File: src/rtl/ctrl_pipe_tracker.sv
// Tracks the decoded control word through ID/EX, EX/MEM and MEM/WB, raises the IF/ID stall on
// RAW hazards and inserts bubbles. Define FORWARD_EN to enable EX operand forwarding selects.
module ctrl_pipe_tracker #(
  parameter int unsigned CTRL_W = 8,
  parameter int unsigned REG_AW = 5
) (
  input  logic              clk,
  input  logic              rst_n,
  input  logic [CTRL_W-1:0] id_ctrl,
  input  logic [REG_AW-1:0] id_rs,
  input  logic [REG_AW-1:0] id_rt,
  input  logic [REG_AW-1:0] id_rd,
  input  logic              flush,
  output logic              stall,
  output logic              ex_regdst,
  output logic [1:0]        ex_aluop,
  output logic              ex_alusrc,
  output logic              mem_memread,
  output logic              mem_memwrite,
  output logic              wb_regwrite,
  output logic              wb_memtoreg,
  output logic [REG_AW-1:0] wb_wreg,
  output logic [1:0]        fwd_a,
  output logic [1:0]        fwd_b
);

  localparam int unsigned BitRegDst   = 7;
  localparam int unsigned BitAluSrc   = 4;
  localparam int unsigned BitMemRead  = 3;
  localparam int unsigned BitMemWrite = 2;
  localparam int unsigned BitRegWrite = 1;
  localparam int unsigned BitMemToReg = 0;

  logic [CTRL_W-1:0] id_ctrl_clean;
  logic [REG_AW-1:0] id_rs_clean, id_rt_clean, id_rd_clean;

  logic [CTRL_W-1:0] idex_ctrl_q, idex_ctrl_d;
  logic [REG_AW-1:0] idex_rt_q, idex_rt_d;
  logic [REG_AW-1:0] idex_rd_q, idex_rd_d;
  // {MemRead, MemWrite, RegWrite, MemtoReg}
  logic [3:0]        exmem_ctrl_q, exmem_ctrl_d;
  logic [REG_AW-1:0] exmem_wreg_q, exmem_wreg_d;
  // {RegWrite, MemtoReg}
  logic [1:0]        memwb_ctrl_q, memwb_ctrl_d;
  logic [REG_AW-1:0] memwb_wreg_q, memwb_wreg_d;

  logic [REG_AW-1:0] ex_wreg;
  logic              hazard;

  // Anything not a definite 1 (including x/z) becomes 0.
  always_comb begin
    id_ctrl_clean = '0;
    id_rs_clean   = '0;
    id_rt_clean   = '0;
    id_rd_clean   = '0;
    for (int i = 0; i < CTRL_W; i++) begin
      if (id_ctrl[i] == 1'b1) id_ctrl_clean[i] = 1'b1;
    end
    for (int i = 0; i < REG_AW; i++) begin
      if (id_rs[i] == 1'b1) id_rs_clean[i] = 1'b1;
      if (id_rt[i] == 1'b1) id_rt_clean[i] = 1'b1;
      if (id_rd[i] == 1'b1) id_rd_clean[i] = 1'b1;
    end
  end

  // Non-writing instructions carry destination 0 so they never match a compare.
  assign ex_wreg = idex_ctrl_q[BitRegWrite] ? (idex_ctrl_q[BitRegDst] ? idex_rd_q : idex_rt_q)
                                            : '0;

`ifdef FORWARD_EN
  logic [REG_AW-1:0] idex_rs_q, idex_rs_d;

  always_comb begin
    hazard = idex_ctrl_q[BitMemRead] && (ex_wreg != '0) &&
             ((ex_wreg == id_rs_clean) || (ex_wreg == id_rt_clean));
  end

  always_comb begin
    fwd_a = 2'b00;
    fwd_b = 2'b00;
    if (exmem_ctrl_q[1] && (exmem_wreg_q != '0) && (exmem_wreg_q == idex_rs_q)) begin
      fwd_a = 2'b10;
    end else if (memwb_ctrl_q[1] && (memwb_wreg_q != '0) && (memwb_wreg_q == idex_rs_q)) begin
      fwd_a = 2'b01;
    end
    if (exmem_ctrl_q[1] && (exmem_wreg_q != '0) && (exmem_wreg_q == idex_rt_q)) begin
      fwd_b = 2'b10;
    end else if (memwb_ctrl_q[1] && (memwb_wreg_q != '0) && (memwb_wreg_q == idex_rt_q)) begin
      fwd_b = 2'b01;
    end
  end

  always_ff @(posedge clk or negedge rst_n) begin
    if (!rst_n) idex_rs_q <= '0;
    else        idex_rs_q <= idex_rs_d;
  end
`else
  // No WB compare: the register file writes before it reads within a cycle.
  always_comb begin
    hazard = 1'b0;
    if (id_rs_clean != '0) begin
      if ((idex_ctrl_q[BitRegWrite] && (ex_wreg == id_rs_clean)) ||
          (exmem_ctrl_q[1] && (exmem_wreg_q == id_rs_clean))) hazard = 1'b1;
    end
    if (id_rt_clean != '0) begin
      if ((idex_ctrl_q[BitRegWrite] && (ex_wreg == id_rt_clean)) ||
          (exmem_ctrl_q[1] && (exmem_wreg_q == id_rt_clean))) hazard = 1'b1;
    end
  end

  assign fwd_a = 2'b00;
  assign fwd_b = 2'b00;
`endif

  // A taken branch kills the ID instruction anyway, so it overrides the stall.
  assign stall = hazard && !flush;

  always_comb begin
    idex_ctrl_d = id_ctrl_clean;
    idex_rt_d   = id_rt_clean;
    idex_rd_d   = id_rd_clean;
`ifdef FORWARD_EN
    idex_rs_d   = id_rs_clean;
`endif
    if (flush || stall) begin
      idex_ctrl_d = '0;
      idex_rt_d   = '0;
      idex_rd_d   = '0;
`ifdef FORWARD_EN
      idex_rs_d   = '0;
`endif
    end
    exmem_ctrl_d = {idex_ctrl_q[BitMemRead], idex_ctrl_q[BitMemWrite],
                    idex_ctrl_q[BitRegWrite], idex_ctrl_q[BitMemToReg]};
    exmem_wreg_d = ex_wreg;
    memwb_ctrl_d = exmem_ctrl_q[1:0];
    memwb_wreg_d = exmem_wreg_q;
  end

  always_ff @(posedge clk or negedge rst_n) begin
    if (!rst_n) begin
      idex_ctrl_q  <= '0;
      idex_rt_q    <= '0;
      idex_rd_q    <= '0;
      exmem_ctrl_q <= '0;
      exmem_wreg_q <= '0;
      memwb_ctrl_q <= '0;
      memwb_wreg_q <= '0;
    end else begin
      idex_ctrl_q  <= idex_ctrl_d;
      idex_rt_q    <= idex_rt_d;
      idex_rd_q    <= idex_rd_d;
      exmem_ctrl_q <= exmem_ctrl_d;
      exmem_wreg_q <= exmem_wreg_d;
      memwb_ctrl_q <= memwb_ctrl_d;
      memwb_wreg_q <= memwb_wreg_d;
    end
  end

  assign ex_regdst    = idex_ctrl_q[BitRegDst];
  assign ex_aluop     = idex_ctrl_q[6:5];
  assign ex_alusrc    = idex_ctrl_q[BitAluSrc];
  assign mem_memread  = exmem_ctrl_q[3];
  assign mem_memwrite = exmem_ctrl_q[2];
  assign wb_regwrite  = memwb_ctrl_q[1];
  assign wb_memtoreg  = memwb_ctrl_q[0];
  assign wb_wreg      = memwb_wreg_q;

endmodule
File: config.mk
export PLATFORM = sky130hd
export DESIGN_NAME = ctrl_pipe_tracker
export DESIGN_NICKNAME = d
export VERILOG_FILES = /design/src/rtl/ctrl_pipe_tracker.sv
export SDC_FILE = /design/constraint.sdc
export NUM_CORES = 1
export LEC_CHECK = 0
export ABC_CLOCK_PERIOD_IN_PS = 3220
export CORE_MARGIN = 2
export CORE_UTILIZATION = 30
export DETAILED_ROUTE_END_ITERATION = 12
export PLACE_DENSITY = 0.63
export SETUP_SLACK_MARGIN = 0.3
export SLEW_MARGIN = 20
export SYNTH_ARGS = -nofsm -noshare
export SYNTH_HDL_FRONTEND = slang
export SYNTH_SLANG_ARGS = --single-unit
File: constraint.sdc
create_clock -name clk -period 3.22 [get_ports clk]
set_clock_uncertainty 0.2 [all_clocks]
set_input_delay 0.966 -clock clk [delete_from_list [all_inputs] [get_ports clk]]
set_output_delay 0.966 -clock clk [all_outputs]
set_load 0.01 [all_outputs]
==> qor.json <==
{
  "outcome": {
    "outcome": "finished with violations",
    "violations": "setup timing"
  },
  "yosys": {
    "synth_enable_flop_cells": 0,
    "syn-cell-area_um2": 1615,
    "synth_seq_area_share_pct": 52.67,
    "synth-main-ff-cell": "sky130_fd_sc_hd__dfrtp_1",
    "synthesis.yosys.warnings": 0,
    "post_synth.cell_area_avg_um2": 10.99,
    "async_flop_share_pct": 100.0,
    "ys_ff_latch": 34,
    "synthCells": 147,
    "count_of_unique_library_cells_instantiated_by_yosys": 35
  },
  "clocking": {
    "cts_buffers": 5,
    "worst_skew_pair.late_latency_ns": 0.29,
    "hold_buffers": 0,
    "cts.root.buffer_cell": "sky130_fd_sc_hd__clkbuf_8",
    "cts_h_tree_depth": 2,
    "tritoncts_num_sinks": 34,
    "clockBufferDepth": 2,
    "clk_pin_slew_ns": 0.07,
    "cts_tree": "built"
  },
  "pwr": {
    "power.ir.vdd_worst_mv": 0.1707,
    "design_power_total_mw": 0.9943,
    "power_density_over_cell_area_nw_per_um2": 377.0,
    "power.static_leakage_nw": 1.161
  },
  "placement": {
    "finalWeightedCongestion": 0.8418,
    "post-place-ws_ns": -0.9761,
    "place_area_um2": 2230,
    "placed_cells_incl_taps": 274,
    "hpwlAfterDp_mm": 2.716,
    "port-buffer-count": 39
  },
  "timing": {
    "setup_ws_ns": -0.1566,
    "final.setup.tns_ns": -0.1579,
    "final_hold_viols": 0,
    "fin_worst_hold_slack_ns": 0.1517,
    "fin_crit_ns": 3.377,
    "min_period_over_period_pct": 104.9,
    "setup_viol": 2,
    "max_freq_ghz": 0.2962,
    "rsz0062_at_grt": "yes",
    "slew_violations": 0
  },
  "worst_setup_path": {
    "timing.critical_path.from": "id_rs[3]",
    "regToRegSetupSlack_ns": 0,
    "critPathCaptureType": "primary output",
    "worstRegToRegCells": 18,
    "worstSetupStartpointType": "input pin",
    "required_time_of_the_critical_path_ns": 2.05,
    "cell_by_cell_listing_of_the_critical_path": "dlygate4sd2_1 > o32ai_2 > nor4bb_2 > a31o_2 > a32o_2 > buf_6",
    "r2r_end": "idex_rt_q[1]",
    "critical_path.max_fanout": 4,
    "critical_path.max_stage_delay_ns": 0.30,
    "worst_ep_arrival_time_ns": 2.21,
    "critPathSlowestCell": "sky130_fd_sc_hd__dlygate4sd2_1",
    "regToRegStartpoint": "idex_ctrl_q[7]",
    "setup.worst_path.class": "in -> out"
  },
  "cells_and_area": {
    "fillers": 495,
    "syn2layout_area_growth_pct": 63.28,
    "layout_commonest_cell": "sky130_fd_sc_hd__dfrtp_1",
    "finish.instance_area_um2": 2638,
    "final-instance-count-excl-fill": 296,
    "final_net_count": 251,
    "layout-drive-gt1-share_pct": 41.15,
    "most_frequent_cells_in_the_layout": "sky130_fd_sc_hd__dfrtp_1 (33), sky130_fd_sc_hd__clkdlybuf4s50_1 (28), sky130_fd_sc_hd__buf_4 (26)",
    "final_util_pct": 51.31,
    "num_antenna_cells": 0
  },
  "drt": {
    "detailroute.via_count": 1402,
    "drt-vias-per-instance": 4.736,
    "route.final.wire_length_mm": 4.273,
    "final_routed_drc_violation_total": 0,
    "routed_wire_length_per_instance_um": 14.44,
    "ant_nets": 0,
    "first_drt_iteration_drcs": 60,
    "pre_repair_dr_iteration_count": 4
  },
  "floorplan": {
    "fp-row-count": 26,
    "design.portCount": 44,
    "die_x_um": 77.38,
    "dieHeight_um": 77.38,
    "floorplan.die_area_um2": 5987,
    "floorplan.initialDensity_pct": 31.43,
    "core-area_um2": 5140
  },
  "grt": {
    "groute.layer.met1.usage_pct": 18.43,
    "first_pass_grt_wire_length_mm": 7.134,
    "groute.layer.met2.usage_pct": 26.35,
    "grt_max_degree": 35,
    "antenna_found_initial": 0,
    "grt-ovfl-total": 0,
    "via_count_of_the_first_global_routing_pass": 1419,
    "track_usage_pct": 15.57,
    "globalRouteMet3Util_pct": 4.884,
    "global_route.peak_usage_layer": "met2"
  },
  "hold_path": {
    "min_delay_path_class": "reg -> reg",
    "holdPathEnd": "exmem_ctrl_q[2]",
    "worstHoldStart": "idex_ctrl_q[2]",
    "min_path_cells": 0
  },
  "job": {
    "maxCapViolations": 0
  }
}
[layer usage]
layer / vias to the layer above / wire length [um]
li1: 663 / -
met1: 688 / 1830
met2: 40 / 2138
met3: 11 / 221
met4: 0 / 84
met5: - / 0
[cells by family (layout without fill, tap and decap cells)]
kind of cell	after synthesis	after routing	share of synthesized area [%]
buffers and inverters	16	92	6.816
AND/OR/NAND/NOR	46	46	14.10
AO/OA/AOI/OAI	31	31	14.72
XOR/XNOR	12	12	6.507
flip-flops	34	34	52.67
multiplexers	7	7	4.957
other	1	4	0.2322
[cells in the mapped netlist (2+ instances only)]
| library cell | count | area share [%] |
|---|---|---|
| sky130_fd_sc_hd__dfrtp_1 | 34 | 53 |
| sky130_fd_sc_hd__o21ai_0 | 5 | 1.5 |
| sky130_fd_sc_hd__nand2_1 | 23 | 5.3 |
| sky130_fd_sc_hd__clkbuf_1 | 2 | 0.46 |
| sky130_fd_sc_hd__or3_1 | 2 | 0.77 |
| sky130_fd_sc_hd__xnor2_1 | 3 | 1.6 |
| sky130_fd_sc_hd__buf_6 | 3 | 2.1 |
| sky130_fd_sc_hd__nor3_1 | 2 | 0.62 |
| sky130_fd_sc_hd__xor2_1 | 9 | 4.9 |
| sky130_fd_sc_hd__nor4_1 | 2 | 0.77 |
| sky130_fd_sc_hd__nor2_1 | 7 | 1.6 |
| sky130_fd_sc_hd__buf_4 | 7 | 3.3 |
| sky130_fd_sc_hd__nand2b_1 | 4 | 1.5 |
| sky130_fd_sc_hd__a211oi_1 | 17 | 7.9 |
| sky130_fd_sc_hd__mux2i_1 | 4 | 2.5 |
| sky130_fd_sc_hd__o32ai_1 | 2 | 1.1 |
| sky130_fd_sc_hd__inv_1 | 3 | 0.70 |
[area by class of cell]
cell class	instances	area (um^2)	area share, %
clock buffers	6	82.58	3.131
clock inverters	2	12.51	0.4744
inverters	3	11.26	0.4269
multi-input cells	100	830.8	31.50
flip-flops and latches	34	852.1	32.31
well taps	70	87.58	3.321
repair buffers	81	760.7	28.84
[worst max path at each step]
stage	endpoint
after floorplan	stall
after global placement	stall
after detailed placement	stall
after CTS	stall
after global routing	stall
final	stall
[power breakdown]
| group | switching (mW) | internal (mW) | total [mW] |
|---|---|---|---|
| registers | 0.0127 | 0.448 | 0.461 |
| clock network | 0.158 | 0.172 | 0.329 |
| logic | 0.0854 | 0.118 | 0.204 |
[flip-flops by register name, summed over array words and instances, names as in the netlist]
name	cells
idex_rd_q	5
wb_wreg	5
exmem_wreg_q	5
memwb_ctrl_q	2
idex_rt_q	5
exmem_ctrl_q	4
idex_ctrl_q	8
[what timing repair did]
item,in CTS,in global routing
setup buffers,10,4
gates cloned,0,0
pin swaps,23,9
resized for setup,65,18
endpoints found under the setup margin,1,19
[critical path, delay by kind of cell]
| kind | cells | cell delay (ns) |
|---|---|---|
| AOI/OAI and AO/OA | 3 | 0.74 |
| buffers and inverters | 2 | 0.42 |
| and+or+nand+nor | 1 | 0.08 |
(Power assumes the default switching activity.)
